<file path="config.mk">
export PLATFORM = sky130hd
export DESIGN_NAME = bits_sched_flat
export DESIGN_NICKNAME = d
export VERILOG_FILES = /design/src/rtl/bits_sched_pkg.sv /design/src/rtl/bits_sched_if.sv /design/src/rtl/bits_sched_rr.sv /design/src/rtl/bits_sched.sv /design/src/flat_wrapper.sv
export SDC_FILE = /design/constraint.sdc
export NUM_CORES = 1
export LEC_CHECK = 0
export CAP_MARGIN = 15
export CELL_PAD_IN_SITES_DETAIL_PLACEMENT = 0
export CELL_PAD_IN_SITES_GLOBAL_PLACEMENT = 2
export CORE_AREA = 2 2 110 112
export CTS_BUF_LIST = sky130_fd_sc_hd__clkbuf_2 sky130_fd_sc_hd__clkbuf_4 sky130_fd_sc_hd__clkbuf_8
export CTS_CLUSTER_DIAMETER = 50
export DETAILED_ROUTE_END_ITERATION = 7
export DIE_AREA = 0 0 112 114
export PLACE_DENSITY = 0.88
export SLEW_MARGIN = 20
export SYNTH_ARGS = -nofsm -noshare
export SYNTH_HDL_FRONTEND = slang
export SYNTH_SLANG_ARGS = --single-unit
</file>
<file path="constraint.sdc">
create_clock -name clk -period 6.6 [get_ports clk]
set_input_delay 1.32 -clock clk [delete_from_list [all_inputs] [get_ports clk]]
set_output_delay 1.32 -clock clk [all_outputs]
set_load 0.02 [all_outputs]
</file>
<file path="src/rtl/bits_sched_pkg.sv">
// Shared constants and the response tag type for the bits_sched scheduler.
package bits_sched_pkg;

  localparam int WORD_W     = 32;
  localparam int BUF_BITS   = 1024;
  localparam int LEN_W      = 4;
  localparam int DATA_W     = 15;
  localparam int LVL_W      = 11;
  localparam int PUSH_LIMIT = BUF_BITS - WORD_W;

  // Wide enough for the largest supported requester count (8).
  localparam int ID_MAX_W   = 3;

  typedef struct packed {
    logic                valid;
    logic [ID_MAX_W-1:0] id;
  } tag_t;

endpackage

</file>
<file path="src/rtl/bits_sched_if.sv">
// Upstream, requester and bits-buffer signals of bits_sched.
// The slave modport is the scheduler view; master is the surrounding environment.
interface bits_sched_if
  import bits_sched_pkg::*;
#(
  parameter int NREQ = 4
) ();

  logic                    up_valid;
  logic [WORD_W-1:0]       up_data;
  logic                    up_ready;
  logic [NREQ-1:0]         req_valid;
  logic [NREQ*LEN_W-1:0]   req_len;
  logic [NREQ-1:0]         req_ready;
  logic                    bits_pushin;
  logic [WORD_W-1:0]       bits_datain;
  logic                    bits_reqin;
  logic [LEN_W-1:0]        bits_reqlen;
  logic                    bits_pushout;
  logic [LEN_W-1:0]        bits_lenout;
  logic [DATA_W-1:0]       bits_dataout;
  logic [NREQ-1:0]         rsp_valid;
  logic [LEN_W-1:0]        rsp_len;
  logic [DATA_W-1:0]       rsp_data;
  logic [LVL_W-1:0]        level;
  logic                    err;

  modport master (
    output up_valid, up_data, req_valid, req_len,
           bits_pushout, bits_lenout, bits_dataout,
    input  up_ready, req_ready, bits_pushin, bits_datain, bits_reqin,
           bits_reqlen, rsp_valid, rsp_len, rsp_data, level, err
  );

  modport slave (
    input  up_valid, up_data, req_valid, req_len,
           bits_pushout, bits_lenout, bits_dataout,
    output up_ready, req_ready, bits_pushin, bits_datain, bits_reqin,
           bits_reqlen, rsp_valid, rsp_len, rsp_data, level, err
  );

endinterface

</file>
<file path="src/rtl/bits_sched_rr.sv">
// Round-robin picker: first set request searching upward from last+1 with wrap.
module bits_sched_rr #(
  parameter int N   = 4,
  parameter int IDW = $clog2(N)
) (
  input  logic [N-1:0]   req,
  input  logic [IDW-1:0] last,
  output logic [N-1:0]   pick_oh,
  output logic [IDW-1:0] pick_idx,
  output logic           pick_any
);

  logic [IDW-1:0] slot;

  always_comb begin
    pick_oh  = '0;
    pick_idx = '0;
    pick_any = 1'b0;
    slot     = '0;
    for (int k = 1; k <= N; k++) begin
      slot = IDW'((int'(last) + k) % N);
      if (!pick_any && req[slot]) begin
        pick_any = 1'b1;
        pick_idx = slot;
        pick_oh  = N'(1) << slot;
      end
    end
  end

endmodule

</file>
<file path="src/rtl/bits_sched.sv">
// Meters upstream words into the 1024-bit bits buffer and round-robins requesters onto it.
// BITS_SCHED_PRIO_EN: requester 0 becomes fixed-highest priority.
module bits_sched
  import bits_sched_pkg::*;
#(
  parameter int  NREQ = 4,
  localparam int IDW  = $clog2(NREQ)
) (
  input  logic        clk,
  input  logic        rst,
  bits_sched_if.slave bus
);

  logic [LVL_W-1:0] level_q, level_d;
  logic [IDW-1:0]   last_q;
  tag_t             tag1_q, tag2_q;
  logic             err_q;

  logic             up_ready, push, grant, prio_hit;
  logic [NREQ-1:0]  rr_req, rr_oh, cand_oh;
  logic [IDW-1:0]   rr_idx, cand_idx;
  logic             rr_any, cand_any;
  logic [LEN_W-1:0] cand_len;

`ifdef BITS_SCHED_PRIO_EN
  assign prio_hit = bus.req_valid[0];
  assign rr_req   = bus.req_valid & ~NREQ'(1);
`else
  assign prio_hit = 1'b0;
  assign rr_req   = bus.req_valid;
`endif

  bits_sched_rr #(.N(NREQ), .IDW(IDW)) u_rr (
    .req      (rr_req),
    .last     (last_q),
    .pick_oh  (rr_oh),
    .pick_idx (rr_idx),
    .pick_any (rr_any)
  );

  assign cand_oh  = prio_hit ? NREQ'(1) : rr_oh;
  assign cand_idx = prio_hit ? '0 : rr_idx;
  assign cand_any = prio_hit | rr_any;
  assign cand_len = bus.req_len[int'(cand_idx)*LEN_W +: LEN_W];

  // The buffer serves requests from its pre-edge contents, so only the registered level counts.
  assign grant    = cand_any && (LVL_W'(cand_len) <= level_q);
  assign up_ready = (level_q <= LVL_W'(PUSH_LIMIT));
  assign push     = bus.up_valid & up_ready;

  always_comb begin
    level_d = level_q;
    if (push)  level_d = level_d + LVL_W'(WORD_W);
    if (grant) level_d = level_d - LVL_W'(cand_len);
  end

  always_ff @(posedge clk or negedge rst) begin
    if (!rst) begin
      level_q <= '0;
      last_q  <= IDW'(NREQ - 1);
      tag1_q  <= '0;
      tag2_q  <= '0;
      err_q   <= 1'b0;
    end else begin
      level_q      <= level_d;
      if (grant && !prio_hit) last_q <= cand_idx;
      tag1_q.valid <= grant;
      tag1_q.id    <= ID_MAX_W'(cand_idx);
      tag2_q       <= tag1_q;
      if (tag2_q.valid != bus.bits_pushout) err_q <= 1'b1;
    end
  end

  assign bus.up_ready    = up_ready;
  assign bus.bits_pushin = push;
  assign bus.bits_datain = bus.up_data;
  assign bus.req_ready   = grant ? cand_oh : '0;
  assign bus.bits_reqin  = grant;
  assign bus.bits_reqlen = grant ? cand_len : '0;
  assign bus.rsp_valid   = (tag2_q.valid && bus.bits_pushout) ? (NREQ'(1) << tag2_q.id) : '0;
  assign bus.rsp_len     = bus.bits_lenout;
  assign bus.rsp_data    = bus.bits_dataout;
  assign bus.level       = level_q;
  assign bus.err         = err_q;

endmodule

</file>
<file path="src/flat_wrapper.sv">
// flat-port wrapper written by rule: the top's interface ports become plain ports
module bits_sched_flat import bits_sched_pkg::*;
#(
  parameter int  NREQ = 4,
  localparam int IDW  = $clog2(NREQ)
)
  (clk, rst, bus_up_valid, bus_up_data, bus_req_valid, bus_req_len, bus_bits_pushout, bus_bits_lenout, bus_bits_dataout, bus_up_ready, bus_req_ready, bus_bits_pushin, bus_bits_datain, bus_bits_reqin, bus_bits_reqlen, bus_rsp_valid, bus_rsp_len, bus_rsp_data, bus_level, bus_err);
  bits_sched_if #(.NREQ(NREQ)) bus_i ();
  input  logic clk;
  input  logic rst;
  input wire logic [$bits(bus_i.up_valid)-1:0] bus_up_valid;
  input wire logic [$bits(bus_i.up_data)-1:0] bus_up_data;
  input wire logic [$bits(bus_i.req_valid)-1:0] bus_req_valid;
  input wire logic [$bits(bus_i.req_len)-1:0] bus_req_len;
  input wire logic [$bits(bus_i.bits_pushout)-1:0] bus_bits_pushout;
  input wire logic [$bits(bus_i.bits_lenout)-1:0] bus_bits_lenout;
  input wire logic [$bits(bus_i.bits_dataout)-1:0] bus_bits_dataout;
  output wire logic [$bits(bus_i.up_ready)-1:0] bus_up_ready;
  output wire logic [$bits(bus_i.req_ready)-1:0] bus_req_ready;
  output wire logic [$bits(bus_i.bits_pushin)-1:0] bus_bits_pushin;
  output wire logic [$bits(bus_i.bits_datain)-1:0] bus_bits_datain;
  output wire logic [$bits(bus_i.bits_reqin)-1:0] bus_bits_reqin;
  output wire logic [$bits(bus_i.bits_reqlen)-1:0] bus_bits_reqlen;
  output wire logic [$bits(bus_i.rsp_valid)-1:0] bus_rsp_valid;
  output wire logic [$bits(bus_i.rsp_len)-1:0] bus_rsp_len;
  output wire logic [$bits(bus_i.rsp_data)-1:0] bus_rsp_data;
  output wire logic [$bits(bus_i.level)-1:0] bus_level;
  output wire logic [$bits(bus_i.err)-1:0] bus_err;
  assign bus_i.up_valid = bus_up_valid;
  assign bus_i.up_data = bus_up_data;
  assign bus_i.req_valid = bus_req_valid;
  assign bus_i.req_len = bus_req_len;
  assign bus_i.bits_pushout = bus_bits_pushout;
  assign bus_i.bits_lenout = bus_bits_lenout;
  assign bus_i.bits_dataout = bus_bits_dataout;
  assign bus_up_ready = bus_i.up_ready;
  assign bus_req_ready = bus_i.req_ready;
  assign bus_bits_pushin = bus_i.bits_pushin;
  assign bus_bits_datain = bus_i.bits_datain;
  assign bus_bits_reqin = bus_i.bits_reqin;
  assign bus_bits_reqlen = bus_i.bits_reqlen;
  assign bus_rsp_valid = bus_i.rsp_valid;
  assign bus_rsp_len = bus_i.rsp_len;
  assign bus_rsp_data = bus_i.rsp_data;
  assign bus_level = bus_i.level;
  assign bus_err = bus_i.err;
  bits_sched #(.NREQ(NREQ)) u_core (.clk(clk), .rst(rst), .bus(bus_i));
endmodule
</file>
==> impl_summary.txt, run 1 <==
----------------------------------------------------
[Status]
  Status ... finished clean

[Yosys]
  Ys flop type ... sky130_fd_sc_hd__dfrtp_1
  Post-synthesis share of cell area spent on full adders, half adders and majority gates ... between 10 and 15%
  Xor and xnor area share after synthesis ... 4.21%
  Total of warnings raised by yosys ... 0
  Mux contribution to synthesized area ... a little over a tenth
  Fraction of the mapped netlist area in compound gates ... ~16%
  Number of distinct library cells after synthesis ... a little under 50
  Simple-gate share of the synthesized area ... between 10% and 20%
  Per-instance average area after synthesis ... between 9 and 10 um^2
  Synth Register Bits ... 20
  Cells after Synth ... around 250
  Share of async-settable or async-resettable flops after synthesis ... between 90% and 100%
  Syn nets ... between 300 and 400
  Register area share after synthesis ... around 22%
  Largest family of logic cells by synthesized area ... buffers and inverters
  Number of synthesized flops with an enable pin ... 0
  Area of the mapped netlist ... 2290 um^2

[CTS]
  Clock buffer depth ... 2
  Total clock sinks ... 20
  Worst-Skew Late Latency ... about 0.26 ns
  Clock slew seen by the registers of the worst setup and hold paths ... ~0.070 ns
  CTS tree ... built
  Setup repair bufs after CTS ... 0
  H-tree levels ... 1
  Clock root cell ... sky130_fd_sc_hd__clkbuf_8
  Clock buffers created by TritonCTS ... 3

[Pwr]
  Static leakage power ... between 1 and 1.5 nW
  VDD IR max ... between 0.0002 and 0.00025 V
  Switching power of the nets ... 0.000909 W
  Internal power consumption ... 0.000929 W
  Relative contribution of the clock network to total power ... ~5%
  Switching power share of the total ... between 40% and 50%
  Design Power ... about 0.0018 W
  Power density of the placed cells ... between 600 and 700 nW/um^2
  Power share of the sequential group ... 15.7%
  Part of the power in combinational logic ... 79.4%

[STA]
  Final setup violation count ... 0
  Fmax achieved ... about 160 MHz
  Final Hold Fails ... 0
  Min Tclk post-route ... ~6.3 ns
  Number of max-slew violations in the final report ... 0
  Post-route clock period utilization ... a little over nine tenths
  Setup Total Neg Slack ... 0 ns
  Worst Hold Slack ... approximately 0.35 ns
  RSZ-0062 raised after global routing ... no
  Remaining max-slew budget at the tightest pin ... a little under two fifths
  Least-Margin Pin Slew ... between 0.9 and 1 ns
  Worst setup skew after layout ... around 0.0040 ns

[Hold path]
  Origin of the worst min-delay path ... u_core.tag1_q[0]$_DFF_PN0_
  Number of stages on the worst hold path ... 0
  Path class of the lowest-slack min-delay path ... flip-flop to flip-flop
  Worst min-delay path endpoint ... u_core.tag2_q[0]$_DFF_PN0_

[Floorplanning]
  Floorplan die width ... ~110 um
  Die Y ... roughly 110 um
  Total core area ... 11,700 um^2
  Effective utilization at floorplan ... between 10% and 20%
  Full die area ... roughly 13,000 um^2
  Number of I/O pins ... 153
  Row count ... 40

[Setup path]
  Worst-path cell with the longest stage delay ... sky130_fd_sc_hd__mux4_2
  Worst-case register-to-register setup slack ... 1.89 ns
  Critical path class ... input pin to primary output
  Cell breakdown of the critical path ... clkdlybuf4s50_1 -> mux4_2 -> nor2b_1 -> nor2_1 -> o31ai_4 -> buf_4 -> mux2i_1 -> mux2_2 -> inv_1 -> ha_1 -> o21a_1 -> o21a_1 -> o2111ai_2 -> nand2_2 -> nor2_1 -> dlygate4sd2_1
  Arrival time of data at the critical path endpoint ... 4.98 ns
  Stage delay of the slowest cell on the critical path ... around 0.54 ns
  Critical path data required time ... ~5.3 ns
  Kind of start point of the critical path ... input pin
  Buffer and inverter count on the worst path ... 4
  Number of cells on the worst reg-to-reg path ... 17
  Reg-to-Reg Start ... u_core.last_q[1]$_DFFE_PN1N_
  Nature of the critical path endpoint ... primary output
  Worst flop-to-flop path endpoint ... u_core.bus.level[9]$_DFF_PN0_
  Maximum fanout along the worst path ... 6
  Worst path top cell family by delay ... buffers and inverters

[Cells and area]
  Layout-stage area growth over the synthesis result ... 18.9%
  Cell Count, Final, Fillers Out ... just over 400
  Commonest non-fill, non-tap cell in the layout ... sky130_fd_sc_hd__clkdlybuf4s50_1
  Nets ... 362
  Post-layout util ... 23.2%
  Most used cells in the layout excluding fill and tap cells ... sky130_fd_sc_hd__clkdlybuf4s50_1, sky130_fd_sc_hd__buf_4, sky130_fd_sc_hd__inv_1, sky130_fd_sc_hd__nor2_1
  Diodes inserted ... 0
  Fraction of final layout cells with drive strength greater than 1 ... 20.6%
  Number of fillers in the final layout ... around 1.3k

[Routing]
  Final wirelength ... 5470 um
  Remaining design rule violation count ... 0
  Post-detailed-route wirelength per cell ... about 13 um
  Number of nets with antenna violations after routing ... 0
  Initial DRC Count ... 51
  Detailed-router iteration count before antenna repair ... 4
  Routed vias/inst ... roughly 4.2
  Detailed-route via count ... ~1.7k

[Place]
  HPWL after DPL ... 4520 um
  Final weighted congestion of routability-driven global placement ... between 0.8 and 0.9
  Post-Place Cells ... 410
  IO buf count ... 50

[Global route]
  Global-route wire length before repair ... about 8900 um
  Antenna violations before repair ... 0
  Number of global-route vias before repair ... about 1.8k
  Aggregate global routing overflow ... 0
  Pin count of the biggest net entering global routing ... 21
  Overall track demand over capacity in global routing ... approximately 8.6%

[Job]
  Max-cap violations ... 0

----------------------------------------------------
power groups by stage:
stage	registers, W	clock network [W]	logic [W]
floorplan	0.000297	0	0.000998
detailed placement	0.000290	0	0.00152
finish	0.000288	0.0000897	0.00146
global route	0.000301	0.000100	0.00162
global placement	0.000289	0	0.00150
CTS	0.000289	0.0000941	0.00148
kinds of logic (layout without fill, tap and decap cells):
kind of cell / Yosys count / in the layout
compound gates: 45 / 45
xor+xnor: 11 / 11
fa+ha+maj: 19 / 19
buf+inv: 79 / 94
flops: 20 / 20
mux: 18 / 18
simple gates: 60 / 60
registers in the layout, indices dropped and copies added, names as in the netlist:
register,flops
u_core.bus.level,11
u_core.tag1_q,3
u_core.tag2_q,3
u_core.last_q,2
u_core.bus.err,1
stage by stage:
stage	worst slack, ns	instance area [um^2]
2_1_floorplan	0.568	2290
3_3_place_gp	-0.0200	2690
3_5_place_dp	-0.149	2690
4_1_cts	0.0264	2730
5_1_grt	0.0224	2720
6_report	0.304	2720
synthesized netlist by cell type, types with 2 or more instances:
cell type | count | share of area [%]
sky130_fd_sc_hd__clkbuf_1 | 5 | 0.82
sky130_fd_sc_hd__a2111oi_4 | 2 | 2.4
sky130_fd_sc_hd__o211ai_1 | 2 | 0.66
sky130_fd_sc_hd__nor3b_1 | 2 | 0.66
sky130_fd_sc_hd__a22oi_1 | 4 | 1.3
sky130_fd_sc_hd__ha_1 | 18 | 9.9
sky130_fd_sc_hd__nor2_1 | 19 | 3.1
sky130_fd_sc_hd__inv_1 | 19 | 3.1
sky130_fd_sc_hd__nand3_1 | 2 | 0.44
sky130_fd_sc_hd__and4_1 | 2 | 0.77
sky130_fd_sc_hd__mux2i_1 | 8 | 3.5
sky130_fd_sc_hd__xnor2_1 | 9 | 3.4
sky130_fd_sc_hd__a21oi_1 | 5 | 1.1
sky130_fd_sc_hd__nand4_1 | 2 | 0.55
sky130_fd_sc_hd__dfrtp_1 | 18 | 20
sky130_fd_sc_hd__nor2b_1 | 5 | 1.4
sky130_fd_sc_hd__mux4_2 | 5 | 4.9
sky130_fd_sc_hd__xor2_1 | 2 | 0.77
sky130_fd_sc_hd__mux2_2 | 5 | 2.5
sky130_fd_sc_hd__o21ai_0 | 9 | 2.0
sky130_fd_sc_hd__o21a_1 | 3 | 0.99
sky130_fd_sc_hd__buf_4 | 51 | 17
sky130_fd_sc_hd__nand2_1 | 13 | 2.1
sky130_fd_sc_hd__dfstp_2 | 2 | 2.3
sky130_fd_sc_hd__buf_6 | 2 | 0.99
sky130_fd_sc_hd__or2_2 | 3 | 0.82
sky130_fd_sc_hd__and3_1 | 3 | 0.82
sky130_fd_sc_hd__o2111ai_1 | 2 | 0.77
sky130_fd_sc_hd__a211oi_1 | 3 | 0.99
sky130_fd_sc_hd__a31oi_1 | 2 | 0.55
sky130_fd_sc_hd__nor3_1 | 3 | 0.66
sky130_fd_sc_hd__a221oi_1 | 4 | 1.5
sky130_fd_sc_hd__a211o_1 | 2 | 0.77
layout make-up:
cell class	count	area [um^2]	share of cell area, %
multi-input combinational	153	1290	47.4
timing repair buffer	70	621	22.8
sequential	20	503	18.5
tap	147	184	6.76
inverter	20	75.1	2.76
clock buffer	4	48.8	1.79
worst max-delay path by stage:
stage | endpoint | from | depth (start not counted)
2_1_floorplan | bus_req_ready[0] | bus_req_valid[2] | 14
3_3_place_gp | bus_req_ready[2] | bus_req_valid[1] | 15
3_5_place_dp | bus_req_ready[2] | bus_req_valid[3] | 17
4_1_cts | bus_bits_reqin | bus_req_valid[3] | 16
5_1_grt | bus_bits_reqlen[3] | bus_req_valid[3] | 16
6_report | bus_bits_reqlen[3] | bus_req_valid[3] | 16
metal layers:
layer | vias up | global-route usage (%) | part of all wire, %
met5 | - | 0 | 0
met4 | 0 | 3.41 | 0.95
met3 | 10 | 1.22 | 5.1
met2 | 53 | 15.8 | 51
met1 | 816 | 10.1 | 43
li1 | 851 | - | -
what timing repair did:
item                                    in CTS  in global routing
hold buffers                                 0                  0
endpoints found under the setup margin       8                  9
pin swaps                                    0                  1
resized for setup                            8                 15
endpoints found under the hold margin        0                  0
Note: power is estimated with default switching activity, not from simulation.
==> run 2: changes to the inputs <==
--- a/config.mk
+++ b/config.mk
@@ -8,12 +8,12 @@
 export CAP_MARGIN = 15
 export CELL_PAD_IN_SITES_DETAIL_PLACEMENT = 0
 export CELL_PAD_IN_SITES_GLOBAL_PLACEMENT = 2
-export CORE_AREA = 2 2 110 112
+export CORE_AREA = 2 2 108 110
 export CTS_BUF_LIST = sky130_fd_sc_hd__clkbuf_2 sky130_fd_sc_hd__clkbuf_4 sky130_fd_sc_hd__clkbuf_8
 export CTS_CLUSTER_DIAMETER = 50
 export DETAILED_ROUTE_END_ITERATION = 7
-export DIE_AREA = 0 0 112 114
-export PLACE_DENSITY = 0.88
+export DIE_AREA = 0 0 110 112
+export PLACE_DENSITY = 0.91
 export SLEW_MARGIN = 20
 export SYNTH_ARGS = -nofsm -noshare
 export SYNTH_HDL_FRONTEND = slang
==> constraint.sdc (replaced) <==
create_clock -name clk -period 7.65 [get_ports clk]
set_input_delay 1.53 -clock clk [delete_from_list [all_inputs] [get_ports clk]]
set_output_delay 1.53 -clock clk [all_outputs]
set_load 0.02 [all_outputs]
==> run 2 against run 1 <==
- register-to-register slack improved by 0.65 ns
- final area decreased by 1.7%
- clock-buffer cell count unchanged
- critical endpoint is now bus_req_ready[0]
- setup slack improved by 0.014 ns
- critical path depth increased by 1
- die area decreased by 3.5%
- combinational power decreased by 15%
- sequential power decreased by 8.7%
- largest cell class unchanged
- clock skew about the same
- cell count decreased by 3.1%
==> impl_summary.txt, run 2 (synthesis gave the netlist of run 1 again) <==
----------------------------------------------------
[STA]
  Least-Margin Pin Slew ... slightly above 0.9 ns
  Fmax achieved ... roughly 140 MHz
  Min Tclk post-route ... 7.33 ns
  Min setup slack post-route ... roughly 0.32 ns
  Final setup violation count ... 0
  RSZ-0062 raised after global routing ... no
  Remaining max-slew budget at the tightest pin ... between 30% and 40%
  Number of max-slew violations in the final report ... 0
  Worst setup skew after layout ... between 0.003 and 0.004 ns
  Final Hold Fails ... 0
  Worst Hold Slack ... roughly 0.35 ns
  Post-route clock period utilization ... approximately 96%
  Setup Total Neg Slack ... 0 ns

[CTS]
  CTS tree ... built
  Clock buffer depth ... 2
  Clock buffers created by TritonCTS ... 3
  PostCTS Resize Cnt ... 0
  Clock slew seen by the registers of the worst setup and hold paths ... roughly 0.07 ns
  H-tree levels ... 1
  Clock root cell ... sky130_fd_sc_hd__clkbuf_8
  Worst-Skew Late Latency ... 0.27 ns
  Total clock sinks ... 20

[Routing]
  Post-detailed-route wirelength per cell ... about 14 um
  Initial DRC Count ... 70
  Detailed-router iteration count before antenna repair ... 4
  Remaining design rule violation count ... 0
  Number of nets with antenna violations after routing ... 0
  Final wirelength ... 5590 um
  Routed vias/inst ... ~4.3
  Detailed-route via count ... between 1.5k and 2k

[Setup path]
  Arrival time of data at the critical path endpoint ... roughly 5.8 ns
  Kind of start point of the critical path ... input pin
  Critical path data required time ... ~6.1 ns
  Cell breakdown of the critical path ... clkdlybuf4s50_1 -> mux4_2 -> nor2b_1 -> nor2_1 -> o31ai_4 -> buf_4 -> mux2i_1 -> mux2_2 -> inv_1 -> ha_1 -> nor2b_1 -> o21a_1 -> o21a_1 -> o2111ai_1 -> nand2_1 -> nor2_1 -> clkdlybuf4s50_1
  Critical path class ... input pin to primary output
  Nature of the critical path endpoint ... primary output
  Worst-path cell with the longest stage delay ... sky130_fd_sc_hd__clkdlybuf4s50_1
  Stage delay of the slowest cell on the critical path ... about 0.64 ns
  Maximum fanout along the worst path ... 11

[Cells and area]
  Nets ... roughly 350
  Commonest non-fill, non-tap cell in the layout ... sky130_fd_sc_hd__clkdlybuf4s50_1
  Diodes inserted ... 0
  Max FFs per register ... 11
  Fraction of final layout cells with drive strength greater than 1 ... 14.7%
  Layout-stage area growth over the synthesis result ... 17.0%
  Most used cells in the layout excluding fill and tap cells ... sky130_fd_sc_hd__clkdlybuf4s50_1, sky130_fd_sc_hd__inv_1, sky130_fd_sc_hd__nor2_1
  Fin area ... around 2700 um^2
  Number of fillers in the final layout ... between 1k and 1.5k

[Pwr]
  Internal power consumption ... around 0.0008 W
  Power density of the placed cells ... a little under 600 nW/um^2
  Static leakage power ... between 1 and 1.5 nW
  VDD IR max ... ~0.00014 V
  Power share of the sequential group ... 16.6%
  Switching power of the nets ... between 0.0007 and 0.0008 W
  Part of the power in combinational logic ... between 70% and 80%
  Switching power share of the total ... 49.2%
  Relative contribution of the clock network to total power ... under 10%

[Place]
  Final weighted congestion of routability-driven global placement ... just over 0.8
  Post-Place Cell Area ... approximately 2600 um^2
  Dpl ws ... about 0.23 ns
  IO buf count ... 50
  HPWL after DPL ... roughly 4500 um

[Global route]
  Aggregate global routing overflow ... 0
  Overall track demand over capacity in global routing ... roughly 9%
  Pin count of the biggest net entering global routing ... 21
  Number of global-route vias before repair ... 1,745
  Global-route wire length before repair ... ~8800 um
  Antenna violations before repair ... 0

[Floorplanning]
  Effective utilization at floorplan ... around a fifth
  Row count ... 39
  Full die area ... approximately 12,000 um^2
  Number of I/O pins ... between 150 and 200
  Die Y ... roughly 110 um
  Total core area ... roughly 11,000 um^2
  Floorplan die width ... approximately 110 um

[Hold path]
  Path class of the lowest-slack min-delay path ... flip-flop to flip-flop

[Status]
  Status ... finished clean

[Job]
  Max-cap violations ... 0

----------------------------------------------------
-- run 2: metal layers --
metal | wire [um] | vias up | track usage (%)
li1 | - | 833 | -
met1 | 2350 | 843 | 10.7
met2 | 2780 | 47 | 15.8
met3 | 326 | 17 | 0.820
met4 | 138 | 0 | 4.56
met5 | 0 | - | 0
-- run 2: critical path, delay by kind of cell --
family | cells | cell delay, ns
fa+ha+maj | 1 | 0.30
mux | 3 | 0.93
simple gates | 5 | 0.91
buf+inv | 4 | 1.38
compound gates | 4 | 0.76
-- run 2: power by group through the flow --
| stage | Combinational [W] | Sequential (W) | Clock, W |
|---|---|---|---|
| after detailed placement | 0.00122 | 0.000265 | 0 |
| after CTS | 0.00122 | 0.000263 | 0.0000844 |
| after global placement | 0.00120 | 0.000263 | 0 |
| after floorplan | 0.000861 | 0.000256 | 0 |
| after global routing | 0.00136 | 0.000274 | 0.0000896 |
| final | 0.00124 | 0.000263 | 0.0000835 |
-- run 2: final timing paths --
check	startpoint	to	slack [ns]	cells after the start
min in group asynchronous	rst	u_core.bus.level[10]$_DFF_PN0_	1.77	1
max in group asynchronous	rst	u_core.bus.level[4]$_DFFE_PN0N_	5.33	1
worst min-delay path	u_core.tag1_q[1]$_DFF_PN0_	u_core.tag2_q[1]$_DFF_PN0_	0.35	0
worst max-delay path	bus_req_valid[3]	bus_req_ready[0]	0.32	17
worst max register to register	u_core.last_q[0]$_DFFE_PN1N_	u_core.bus.level[7]$_DFF_PN0_	2.54	18
worst min register to register	u_core.tag1_q[1]$_DFF_PN0_	u_core.tag2_q[1]$_DFF_PN0_	0.35	0
-- run 2: cell type report --
class,count,area [um^2],share of cell area (%)
multi-input combinational,153,1280,47.8
timing repair buffer,61,583,21.8
sequential,20,503,18.8
tap,143,179,6.69
inverter,20,75.1,2.81
clock buffer,4,55.1,2.06
-- run 2: repair_timing --
action | 4_1_cts | 5_1_grt
setup endpoints to repair | 0 | 9
setup buffers | 0 | 3
hold buffers | 0 | 0
endpoints found under the hold margin | 0 | 0
-- run 2: stage by stage --
step                utilization [%]  power (W)  instances
floorplan                         -    0.00112        252
global placement               23.2    0.00146        394
detailed placement             23.2    0.00148        394
CTS                            23.7    0.00157        398
global route                   23.9    0.00173        401
finish                         23.9    0.00158        401
